`config.mk`:
```
export PLATFORM = sky130hd
export DESIGN_NAME = instruction_fetch_responder
export DESIGN_NICKNAME = d
export VERILOG_FILES = /design/src/rtl/instruction_fetch_responder_pkg.sv /design/src/rtl/fetch_last_word_buffer.sv /design/src/rtl/instruction_fetch_responder.sv
export SDC_FILE = /design/constraint.sdc
export NUM_CORES = 1
export LEC_CHECK = 0
export ABC_AREA = 1
export BUFFER_PORTS_ARGS = -buffer_cell sky130_fd_sc_hd__buf_2
export CAP_MARGIN = 20
export CORE_ASPECT_RATIO = 0.8
export CORE_UTILIZATION = 48
export CTS_CLUSTER_SIZE = 8
export DETAILED_ROUTE_END_ITERATION = 8
export PLACE_DENSITY_LB_ADDON = 0.3
export SYNTH_ARGS = -nofsm -noshare
export SYNTH_HDL_FRONTEND = slang
export SYNTH_HIERARCHICAL = 1
export SYNTH_SLANG_ARGS = --single-unit
export TNS_END_PERCENT = 5
```
`constraint.sdc`:
```
create_clock -name clock -period 2.75 [get_ports clock]
set_clock_uncertainty 0.15 [all_clocks]
set_input_delay 0.4125 -clock clock [delete_from_list [all_inputs] [get_ports clock]]
set_output_delay 0.4125 -clock clock [all_outputs]
set_load 0.01 [all_outputs]
```
`src/rtl/instruction_fetch_responder_pkg.sv`:
```
// Shared types for the instruction fetch responder: FSM states, fault kinds
// and the address fault decode used on request acceptance.
package instruction_fetch_responder_pkg;

  typedef enum logic [2:0] {IDLE, READ, WAIT, RESPOND, FAULT} FetchState_t;
  typedef enum logic [1:0] {NO_FAULT, MISALIGNED, OUT_OF_RANGE} FetchFault_t;

  // Wide enough for READ_LATENCY up to 15.
  localparam int unsigned CNT_W = 4;

  // Misalignment is checked first so it wins over an out-of-range address.
  function automatic FetchFault_t decode_fault(input logic [31:0] addr,
                                               input int unsigned words);
    if (addr[1:0] != 2'b00) return MISALIGNED;
    if ({2'b00, addr[31:2]} >= words) return OUT_OF_RANGE;
    return NO_FAULT;
  endfunction

endpackage

```
`src/rtl/fetch_last_word_buffer.sv`:
```
// Single-entry last-fetch buffer: one word address plus its data, with a
// combinational hit compare. Invalidate takes priority over a same-edge write.
module fetch_last_word_buffer #(
  parameter int unsigned AW = 14
) (
  input  logic          clock,
  input  logic          reset,
  input  logic          wr_en,
  input  logic [AW-1:0] wr_addr,
  input  logic [31:0]   wr_data,
  input  logic          inv,
  input  logic [AW-1:0] lookup_addr,
  output logic          hit,
  output logic [31:0]   rd_data
);

  logic          vld;
  logic [AW-1:0] addr_q;
  logic [31:0]   data_q;

  always_ff @(posedge clock) begin
    if (reset) begin
      vld    <= 1'b0;
      addr_q <= '0;
      data_q <= '0;
    end else if (inv) begin
      vld    <= 1'b0;
    end else if (wr_en) begin
      vld    <= 1'b1;
      addr_q <= wr_addr;
      data_q <= wr_data;
    end
  end

  assign hit     = vld && (addr_q == lookup_addr);
  assign rd_data = data_q;

endmodule

```
`src/rtl/instruction_fetch_responder.sv`:
```
// Instruction-port responder: faults bad addresses, serves same-PC re-fetches
// from the last-fetch buffer, otherwise reads the fixed-latency memory.
module instruction_fetch_responder
  import instruction_fetch_responder_pkg::*;
#(
  parameter int unsigned READ_LATENCY = 2,
  parameter int unsigned MEM_WORDS    = 16384,
  localparam int unsigned AW          = $clog2(MEM_WORDS)
) (
  input  logic          clock,
  input  logic          reset,
  input  logic          fetchRequest,
  input  logic [31:0]   instructionAddressToAccess,
  input  logic          cacheInvalidate,
  output logic          fetchReady,
  output logic [31:0]   instruction,
  output logic          instructionValid,
  output logic          misalignedFault,
  output logic          accessFault,
  output logic [AW-1:0] memAddress,
  output logic          memReadEnable,
  input  logic [31:0]   memReadData
);

  FetchState_t      state_q, state_d;
  FetchFault_t      req_fault, fault_d;
  logic [CNT_W-1:0] cnt_q, cnt_d;
  logic             hit_take, fill, kill_q;
  logic             buf_hit;
  logic [31:0]      buf_data;
  logic [AW-1:0]    req_word;

  assign req_fault  = decode_fault(instructionAddressToAccess, MEM_WORDS);
  assign req_word   = instructionAddressToAccess[AW+1:2];
  assign fetchReady = (state_q == IDLE);

  // A store seen at the request edge makes the buffered copy stale, so it
  // forces a memory read rather than a hit.
  always_comb begin
    state_d  = state_q;
    cnt_d    = cnt_q;
    fault_d  = NO_FAULT;
    hit_take = 1'b0;
    fill     = 1'b0;
    case (state_q)
      IDLE: begin
        if (fetchRequest) begin
          if (req_fault != NO_FAULT) begin
            state_d = FAULT;
            fault_d = req_fault;
          end else if (buf_hit && !cacheInvalidate) begin
            state_d  = RESPOND;
            hit_take = 1'b1;
          end else begin
            state_d = READ;
          end
        end
      end
      READ: begin
        state_d = WAIT;
        cnt_d   = CNT_W'(READ_LATENCY - 1);
      end
      WAIT: begin
        if (cnt_q == '0) begin
          state_d = RESPOND;
          fill    = 1'b1;
        end else begin
          cnt_d = cnt_q - 1'b1;
        end
      end
      RESPOND, FAULT: state_d = IDLE;
      default:        state_d = IDLE;
    endcase
  end

  always_ff @(posedge clock) begin
    if (reset) begin
      state_q          <= IDLE;
      cnt_q            <= '0;
      kill_q           <= 1'b0;
      instruction      <= '0;
      instructionValid <= 1'b0;
      misalignedFault  <= 1'b0;
      accessFault      <= 1'b0;
      memReadEnable    <= 1'b0;
      memAddress       <= '0;
    end else begin
      state_q          <= state_d;
      cnt_q            <= cnt_d;
      instructionValid <= hit_take | fill;
      misalignedFault  <= (fault_d == MISALIGNED);
      accessFault      <= (fault_d == OUT_OF_RANGE);
      memReadEnable    <= (state_d == READ);
      if (state_d == READ) memAddress <= req_word;
      if (hit_take)  instruction <= buf_data;
      else if (fill) instruction <= memReadData;
      // Any invalidate while a read is in flight keeps that fill out of the buffer.
      if (state_d == READ)      kill_q <= 1'b0;
      else if (cacheInvalidate) kill_q <= 1'b1;
    end
  end

  fetch_last_word_buffer #(.AW(AW)) u_buf (
    .clock       (clock),
    .reset       (reset),
    .wr_en       (fill & ~kill_q),
    .wr_addr     (memAddress),
    .wr_data     (memReadData),
    .inv         (cacheInvalidate),
    .lookup_addr (req_word),
    .hit         (buf_hit),
    .rd_data     (buf_data)
  );

endmodule

```
==> flow_metrics.tcl, run 1 <==
set metrics [dict create \
    status "complete, but fails checks" \
    violations "design-rule violations" \
    core-area_mm2 0.00923 \
    postRouteWirelength_um 11900 \
    regToRegSetupSlack_ns 0.53 \
    clk_latency_ns 0.34 \
    cts-buffers-inserted 9 \
    drive_above_1_share 0.223 \
    critPathKind "flip-flop to flip-flop" \
    synth_top_area_frac 0.451 \
    hold_violations 0 \
    grt_first_pass_wirelength_um 19800 \
    pin_count 119 \
    stdcell_area_mm2 0.00558 \
    hold_end "u_buf/rd_data[19]" \
    max_freq_mhz 451 \
    viasPerCell 5.20 \
    syn_area_mm2 0.00466 \
    antenna_found_initial 0 \
    wl_met3_um 704 \
    vias 4614 \
    synth_area_leader_cell "dfxtp_1" \
    dieArea_mm2 0.0101 \
    cts_hold_buf 0 \
    placed_cells 871 \
    cp.arrival_ns 2.34 \
    cts_root_buf "clkbuf_16" \
    first_global_vias 4306 \
    hpwl_um 7810 \
    netlist_top_cells_area "dfxtp_1 (45%), nand2_1 (19%), nor2_1 (6.1%)" \
    gr-total-overflow 0 \
    hold_depth 3 \
    antenna_left 0 \
    wl_met1_um 5530 \
    slowest_stage "buf_4" \
    synth_seq_area_share 0.451 \
    crit_path_end_kind "flip-flop" \
    top_layer "met4" \
    setup_tns_ns 0 \
    cts-htree-levels 3 \
    relSlewSlack 0.564 \
    power_per_cell_area_mw_per_mm2 512 \
    setup_slack_ns 0.535 \
    first_pass_iters 7 \
    drc_errors 4 \
    wl_met2_um 5570 \
    ir_drop_mv 0.319 \
    fin_cells 888 \
    slew_violations 0 \
    reg2reg_to "instruction[1]" \
    wl_per_cell_um 13.4 \
    r2r_start "u_buf/addr_q[7]" \
    hold_path.class "primary input to flip-flop" \
    startpoint_type "flip-flop" \
    post-place-ws_ns 0.383 \
    grt_setup_unrepaired "no" \
    synth.yosys.warnings 6 \
    crit_start "u_buf/addr_q[7]" \
    path_clk_slew_ns 0.07 \
    synth-seq-cells 105 \
    synth_cell_types 27 \
    grt.total_usage 0.240 \
    r2r_cells 13 \
    period_minus_slack_ns 2.22 \
    synth_nets 737 \
    period_share 0.806 \
    row_count 31 \
    grt_max_degree 60 \
    cp_cell_sequence "inv_1 -> nand2_1 -> nand2_1 -> nor2_1 -> nand2_1 -> nor2_1 -> nand2_1 -> inv_1 -> nand3b_4 -> nor2_4 -> buf_4 -> o21ai_0 -> nor2_1" \
    fillers 866 \
    die_w_um 112 \
    min_from "memReadData[19]" \
    cts_tree "built" \
    post_cts_resized 0 \
    setup_viol 0 \
    cts_max_path_buffers 2 \
    crit_fanout 20 \
    drt_iter0_drc 208 \
    antennaDiodeCount 0 \
    die_y_um 90.2 \
    post_cts_buffers 0 \
    worst_slew_pin_slew_ns 0.655 \
    power_leakage_nw 2.70 \
    cts.sink_count 105 \
    hold_slack_ns 0.179 \
    place_area_mm2 0.00528 \
    place.gp.congestion 0.872 \
    maxCapViolations 0 \
    synthCells 667 \
    initial_core_util 0.505 \
    portBuffers 118 \
    final_nets 838 \
    max_stage_delay_ns 0.34 \
    crit_path_frequent_cell "nand2_1" \
    syn_to_final_growth_pct 19.6 \
    avgSynthCellArea_um2 6.99 \
    cp.required_ns 2.88 \
]
[stage by stage]
step	utilization	total power (W)
after floorplan	-	0.00161
after global placement	0.572	0.00169
after detailed placement	0.572	0.00169
after CTS	0.602	0.00288
after global routing	0.604	0.00295
final	0.604	0.00285
[cells in the mapped netlist, drive strengths merged]
cell	number
clkinv	1
nor3	33
nand2	240
o21ai	34
a211oi	14
ha	2
nor3b	1
buf	23
nor2	84
nand3b	2
nand4	15
nand3	19
a21oi	36
clkbuf	15
dfxtp	105
inv	43
[logic make-up (layout without fill, tap and decap cells)]
logic type | count (synthesis) | count (layout) | synth area share
compound gates | 84 | 84 | 0.108
fa+ha+maj | 2 | 2 | 0.00536
buf+inv | 82 | 188 | 0.0754
flops | 105 | 105 | 0.451
simple gates | 394 | 394 | 0.360
[cell usage in the layout (no fill, tap or decap)]
cell	Yosys	routed
nor3b_2	1	1
buf_2	20	118
nand4_1	15	15
a211oi_2	10	10
nor2_4	5	5
clkinv_2	0	2
nand2_1	237	237
a21oi_1	36	36
buf_12	0	1
inv_1	39	39
nand3b_1	1	1
buf_4	1	9
clkinvlp_4	0	1
nor3_1	33	33
nand3_4	1	1
nor2_1	76	76
nand3_1	18	18
o21ai_0	18	18
clkinv_4	0	2
nor2_2	3	3
dfxtp_1	105	105
o21ai_1	16	16
nand2_4	1	1
clkinv_1	1	1
nand3b_4	1	1
ha_1	2	2
nand2_2	2	2
clkbuf_16	0	9
a211oi_1	4	4
inv_2	4	4
inv_6	0	2
[per-layer routing]
metal | global-route usage | vias up
met2 | 0.395 | 155
li1 | - | 2327
met4 | 0.0589 | 0
met1 | 0.328 | 2125
met5 | 0 | -
met3 | 0.0391 | 7
[critical path: cells and delay by family (launching register included)]
| family | cells | cell delay (ns) |
|---|---|---|
| AOI/OAI and AO/OA | 1 | 0.13 |
| buffers and inverters | 3 | 0.49 |
| DFF | 1 | 0.33 |
| and+or+nand+nor | 9 | 1.05 |
[how the worst max path moves through the flow]
stage	cells past startpoint	slack, ns	end
2_1_floorplan	13	0.64	u_buf/addr_q[1]
3_3_place_gp	14	0.43	instruction[2]
3_5_place_dp	15	0.38	memAddress[10]
4_1_cts	11	0.39	u_buf/addr_q[11]
5_1_grt	13	0.26	instruction[3]
6_report	13	0.53	instruction[1]
[cell type report]
class / count / area (µm²) / area share
tap: 115 / 144 / 0.0258
sequential: 105 / 2100 / 0.377
clock buffer: 9 / 225 / 0.0404
timing repair buffer: 128 / 678 / 0.122
multi-input combinational: 480 / 2210 / 0.396
clock inverter: 7 / 52.6 / 0.00942
inverter: 44 / 165 / 0.0296
[state kept, by name, indices dropped and copies added (netlist names)]
name and count:
kill_q 1, misalignedFault 1, u_buf/vld 1, accessFault 1
instructionValid 1, state_q 3, u_buf/addr_q 14, cnt_q 4
memAddress 14, memReadEnable 1, u_buf/rd_data 32, instruction 32
[power breakdown]
group / internal, W / switching (W)
Clock: 0.000621 / 0.000578
Combinational: 0.0000516 / 0.0000796
Sequential: 0.00152 / 0.00000136
(Power assumes the default switching activity.)
==> run 2, diff against run 1 <==
--- a/config.mk
+++ b/config.mk
@@ -5,7 +5,7 @@
 export SDC_FILE = /design/constraint.sdc
 export NUM_CORES = 1
 export LEC_CHECK = 0
-export ABC_AREA = 1
+export ABC_AREA = 0
 export BUFFER_PORTS_ARGS = -buffer_cell sky130_fd_sc_hd__buf_2
 export CAP_MARGIN = 20
 export CORE_ASPECT_RATIO = 0.8
==> constraint.sdc (replaced) <==
create_clock -name clock -period 2.3 [get_ports clock]
set_clock_uncertainty 0.15 [all_clocks]
set_input_delay 0.345 -clock clock [delete_from_list [all_inputs] [get_ports clock]]
set_output_delay 0.345 -clock clock [all_outputs]
set_load 0.01 [all_outputs]
==> run 2 against run 1 <==
The flow finishes with violations (design-rule violations, negative setup slack). Routed wire length decreased by 18%. Global-route usage decreased by 2.4 points. Worst setup slack got worse by 0.59 ns.
==> flow_metrics.tcl, run 2 <==
set metrics [dict create \
    hold_depth 3 \
    worst_slew_pin_slew_ns 0.574 \
    postRouteWirelength_um 9710 \
    regToRegSetupSlack_ns -0.06 \
    cts.sink_count 105 \
    antenna_found_initial 0 \
    synth_common_cells "dfxtp_1 (105), nand2_1 (95), a21oi_1 (49), nor2_1 (44), a211oi_1 (35)" \
    power_per_cell_area_mw_per_mm2 578 \
    cts-buffers-inserted 9 \
    period_share 1.03 \
    gr-total-overflow 0 \
    synth_area_leader_cell "dfxtp_1" \
    synthCells 459 \
    drc_errors 2 \
    hold_slack_ns 0.0647 \
    setup_viol 24 \
    combPwrFrac 0.049 \
    synth_nets 529 \
    grt_setup_unrepaired "yes" \
    pin_count 119 \
    relSlewSlack 0.616 \
    hold_violations 0 \
    maxCapViolations 0 \
    die_y_um 85.8 \
    seqPwrFrac 0.604 \
    drt_iter0_drc 139 \
    first_pass_iters 6 \
    grt.total_usage 0.215 \
    avgSynthCellArea_um2 9.18 \
    crit_path_end_kind "flip-flop" \
    crit_fanout 15 \
    synth.yosys.warnings 6 \
    p_sw_frac 0.239 \
    cts_tree "built" \
    first_global_vias 3267 \
    met2_usage 0.345 \
    drive_above_1_share 0.308 \
    synth_top_area_frac 0.499 \
    wl_per_cell_um 14.0 \
    hold_end "u_buf/rd_data[26]" \
    vias 3596 \
    die_w_um 107 \
    met3_usage 0.0471 \
    cp.arrival_ns 2.47 \
    final_common_cell "buf_2" \
    cts_max_path_buffers 2 \
    place.gp.congestion 0.756 \
    final_nets 646 \
    antennaDiodeCount 0 \
    grt_first_pass_wirelength_um 15600 \
    async_reset_ff_frac 0 \
    initial_core_util 0.496 \
    antenna_left 0 \
    internal_power_w 0.00230 \
    period_minus_slack_ns 2.36 \
    ir_drop_mv 0.404 \
    r2r_cells 10 \
    cts_root_buf "clkbuf_8" \
    path_clk_slew_ns 0.11 \
    power_leakage_nw 2.35 \
    cp.required_ns 2.41 \
    synthFlopType "dfxtp_1" \
    synth_most_common_cell "dfxtp_1" \
    reg2reg_to "memAddress[9]" \
    grtUsageMet1 0.297 \
    synth_seq_area_share 0.499 \
    viasPerCell 5.19 \
    violations "design-rule violations, negative setup slack" \
    max_freq_mhz 424 \
    cts-htree-levels 3 \
    fin_cells 693 \
    core-area_mm2 0.00848 \
    setup_tns_ns -0.644 \
    grt.busiest_layer "met2" \
    r2r_start "u_buf/addr_q[5]" \
    hpwl_um 6280 \
    grt_max_degree 53 \
    placed_cells 674 \
    status "complete, but fails checks" \
    portBuffers 118 \
    netlist_top_cells_area "dfxtp_1 (50%), nand2_1 (8.5%), mux2i_1 (7.6%)" \
    startpoint_type "flip-flop" \
    clk_latency_ns 0.37 \
    power.switching_w 0.000720 \
    synth-seq-cells 105 \
    synth_cell_types 32 \
    setup_slack_ns -0.0593 \
    min_from "memReadData[26]" \
    post_cts_buffers 0 \
    dieArea_mm2 0.00915 \
    synth_edf_count 0 \
    clockPowerShare 0.347 \
    critPathKind "flip-flop to flip-flop" \
    final_cell_mix "buf_2 (118), dfxtp_1 (103), nand2_1 (95), a21oi_1 (49), nor2_1 (35)" \
    slew_violations 0 \
    syn_area_mm2 0.00421 \
    hold_path.class "primary input to flip-flop" \
    row_count 30 \
    syn_to_final_growth_pct 23.9 \
]
-- run 2: cell types whose count changed after synthesis, moves of 18 or more --
cell / previous run / this run
a211oi_1: 4 / 35
inv_1: 39 / 3
mux2i_1: 0 / 32
nand2_1: 237 / 95
nor2_1: 76 / 44
nor3_1: 33 / 5
o21ai_0: 18 / 0
-- run 2: worst max-delay path, cell delays in order (launching register included) --
cell and delay, ns:
dfxtp_1 0.33, xnor2_1 0.17, nand4_1 0.18, nor4_2 0.33
nand3b_1 0.13, buf_4 0.16, nor4_4 0.14, buf_4 0.18
nor4_4 0.05, buf_12 0.18, a22o_1 0.23
-- run 2: kinds of logic after synthesis --
group / Yosys count / synth area share
compound gates: 101 / 0.158
simple gates: 167 / 0.171
mux: 32 / 0.0761
buf+inv: 35 / 0.0547
xor+xnor: 17 / 0.0354
flops: 105 / 0.499
fa+ha+maj: 2 / 0.00594
-- run 2: timing repair --
| action | CTS | global route |
|---|---|---|
| pin swaps | 0 | 10 |
| cloned | 1 | 0 |
| gates resized for setup | 2 | 22 |
| hold endpoints to repair | 1 | 0 |
| hold buffers | 2 | 0 |
| endpoints found under the setup margin | 32 | 79 |
-- run 2: worst max path at each step --
stage / from / end / slack [ns]
after global routing: u_buf/addr_q[8] / memAddress[9] / -0.15
after floorplan: cnt_q[0] / u_buf/addr_q[12] / 0.03
after global placement: instructionAddressToAccess[30] / instruction[30] / -0.14
after detailed placement: instructionAddressToAccess[8] / instruction[14] / -0.22
final: u_buf/addr_q[5] / memAddress[9] / -0.06
after CTS: u_buf/addr_q[6] / instruction[30] / -0.01
-- run 2: final cells by class --
type / count / area, µm²
well taps: 112 / 140
repair buffers: 138 / 807
fillers: 763 / 3270
flip-flops and latches: 105 / 2100
multi-input cells: 319 / 1980
clock inverters: 6 / 51.3
clock buffers: 10 / 128
inverters: 3 / 11.3
-- run 2: layer usage --
layer	up-vias	routed length (µm)
met5	-	0
met4	0	80
met3	7	480
met2	82	4520
met1	1685	4620
li1	1822	-
-- run 2: power by group through the flow --
stage	sequential, W	combinational [W]	clock, W
6_report	0.00182	0.000147	0.00105
5_1_grt	0.00182	0.000161	0.00115
4_1_cts	0.00182	0.000145	0.00108
3_5_place_dp	0.00186	0.000143	0
3_3_place_gp	0.00186	0.000141	0
2_1_floorplan	0.00186	0.0000524	0
-- run 2: through the flow --
stage / worst slack [ns] / power (W) / utilization / instance area [µm²]
6_report: -0.0593 / 0.00302 / 0.615 / 5220
5_1_grt: -0.153 / 0.00313 / 0.615 / 5220
4_1_cts: -0.0100 / 0.00305 / 0.605 / 5130
3_5_place_dp: -0.222 / 0.00201 / 0.578 / 4900
3_3_place_gp: -0.139 / 0.00201 / 0.578 / 4900
2_1_floorplan: 0.0298 / 0.00192 / - / 4210
==> run 3, diff against run 2 <==
==> constraint.sdc (replaced) <==
create_clock -name clock -period 2.3 [get_ports clock]
set_clock_uncertainty 0.15 [all_clocks]
set_input_delay 0 -clock clock [delete_from_list [all_inputs] [get_ports clock]]
set_output_delay 0 -clock clock [all_outputs]
set_load 0.01 [all_outputs]
==> run 3 against run 2 <==
The run ends with design-rule violations left. Worst setup slack better by 0.077 ns. Utilization is 6.7 points higher. Sequential power barely moved. Power grew 10%. Clock power up 22%. Fmax grew 3.4%. Combinational power rose by 48%. Die area unchanged. Via count grew 7.6%. First-iteration DRC count rose by 59%. Critical path depth stayed put. Largest power group unchanged.
==> flow_metrics.tcl, run 3 (synthesis gave the netlist of run 2 again) <==
set metrics [dict create \
    cts_max_path_buffers 2 \
    first_pass_iters 7 \
    fillers 680 \
    r2r_cells 10 \
    power_leakage_nw 2.60 \
    cts_root_buf "clkbuf_8" \
    die_w_um 107 \
    cp.required_ns 2.41 \
    slowest_stage "dfxtp_2" \
    fin_cells 742 \
    pin_count 119 \
    max_stage_delay_ns 0.37 \
    antennaDiodeCount 0 \
    relSlewSlack 0.581 \
    power_per_cell_area_mw_per_mm2 574 \
    hpwl_um 6640 \
    cts-htree-levels 3 \
    startpoint_type "flip-flop" \
    antenna_left 0 \
    antenna_found_initial 0 \
    syn_to_final_growth_pct 37.4 \
    critPathKind "flip-flop to flip-flop" \
    cp.arrival_ns 2.40 \
    drc_errors 2 \
    path_clk_slew_ns 0.10 \
    cts-buffers-inserted 9 \
    final_cell_mix "buf_2 (117), dfxtp_1 (100), nand2_1 (95), dlygate4sd3_1 (53), a21oi_1 (49)" \
    maxCapViolations 0 \
    viasPerCell 5.22 \
    vias 3870 \
    grt_first_pass_wirelength_um 16500 \
    grt.total_usage 0.227 \
    violations "design-rule violations" \
    finalPower_w 0.00332 \
    crit_fanout 7 \
    slew_violations 0 \
    place.gp.congestion 0.822 \
    grt_setup_unrepaired "yes" \
    placed_cells 672 \
    postRouteWirelength_um 10600 \
    seqCellArea_mm2 0.00211 \
    row_count 30 \
    initial_core_util 0.496 \
    setup_viol 0 \
    core-area_mm2 0.00848 \
    first_global_vias 3521 \
    cts_tree "built" \
    hold_depth 6 \
    die_y_um 85.8 \
    multi_input_area_mm2 0.00197 \
    worst_slew_pin_slew_ns 0.629 \
    wl_per_cell_um 14.3 \
    period_minus_slack_ns 2.28 \
    cp_cell_sequence "xnor2_2 -> nand4_1 -> nor4_2 -> nand3b_1 -> buf_4 -> nor4_2 -> buf_4 -> nor4_4 -> clkbuf_16 -> a22o_1" \
    final_common_cell "buf_2" \
    ir_drop_mv 0.369 \
    max_freq_mhz 438 \
    crit_path_end_kind "flip-flop" \
    final_nets 695 \
    portBuffers 118 \
    period_share 0.992 \
    status "complete, but fails checks" \
    hold_violations 0 \
    grt_max_degree 59 \
    hold_slack_ns 0.0585 \
    hold_path.class "primary input to flip-flop" \
    drt_iter0_drc 221 \
    clk_latency_ns 0.37 \
    cts.sink_count 105 \
    dieArea_mm2 0.00915 \
    drive_above_1_share 0.278 \
    gr-total-overflow 0 \
]
[run 3: changes by cell type in the layout (fill, tap and decap cells not counted), sizes merged]
cell         change
bufinv           +2
buf              -3
inv              +1
dlygate4sd3     +51
clkbuf           +1
clkinv           -3
[run 3: layout make-up]
type	instances	area share
clock buffers	10	0.0221
clock inverters	6	0.0169
inverters	3	0.00195
multi-input cells	319	0.341
flip-flops and latches	105	0.364
well taps	112	0.0242
repair buffers	187	0.229
[run 3: layer usage]
metal / up-vias / wire length (µm) / GRT usage
met5: - / 0 / 0
met4: 0 / 97 / 0.0598
met3: 10 / 542 / 0.0555
met2: 113 / 5130 / 0.374
met1: 1834 / 4810 / 0.299
li1: 1913 / - / -
[run 3: timing repair]
item	4_1_cts	5_1_grt
pin swaps	0	13
hold buffers	53	0
hold endpoints to repair	89	0
gates cloned	0	1
setup buffers	0	1
endpoints found under the setup margin	47	42
resized for setup	4	15
[run 3: worst paths after layout]
| check | from | endpoint | slack [ns] |
|---|---|---|---|
| min | instructionAddressToAccess[26] | state_q[1] | 0.06 |
| max | u_buf/addr_q[8] | memAddress[6] | 0.02 |
| min reg2reg | u_buf/rd_data[10] | u_buf/rd_data[10] | 0.31 |
| max reg2reg | u_buf/addr_q[8] | memAddress[6] | 0.02 |
[run 3: power breakdown]
part           switching, W  internal, W  total [W]
clock              0.000652     0.000632    0.00128
sequential       0.00000202      0.00182    0.00182
combinational     0.0000926     0.000125   0.000217
total              0.000747      0.00258    0.00332
[run 3: per-stage QoR]
| step | setup WS [ns] | util | area [µm²] | TNS, ns |
|---|---|---|---|---|
| 6_report | 0.0174 | 0.682 | 5790 | 0 |
| 2_1_floorplan | 0.0298 | - | 4210 | 0 |
| 3_3_place_gp | 0.00204 | 0.578 | 4900 | 0 |
| 3_5_place_dp | -0.114 | 0.578 | 4900 | -2.47 |
| 5_1_grt | -0.0737 | 0.682 | 5790 | -1.25 |
| 4_1_cts | 0.0377 | 0.669 | 5680 | 0 |
[run 3: critical path, delay by kind of cell (launching register included)]
kind | cells | cell delay (ns)
simple gates | 5 | 0.78
flops | 1 | 0.37
compound gates | 1 | 0.22
buf+inv | 3 | 0.55
xor+xnor | 1 | 0.11
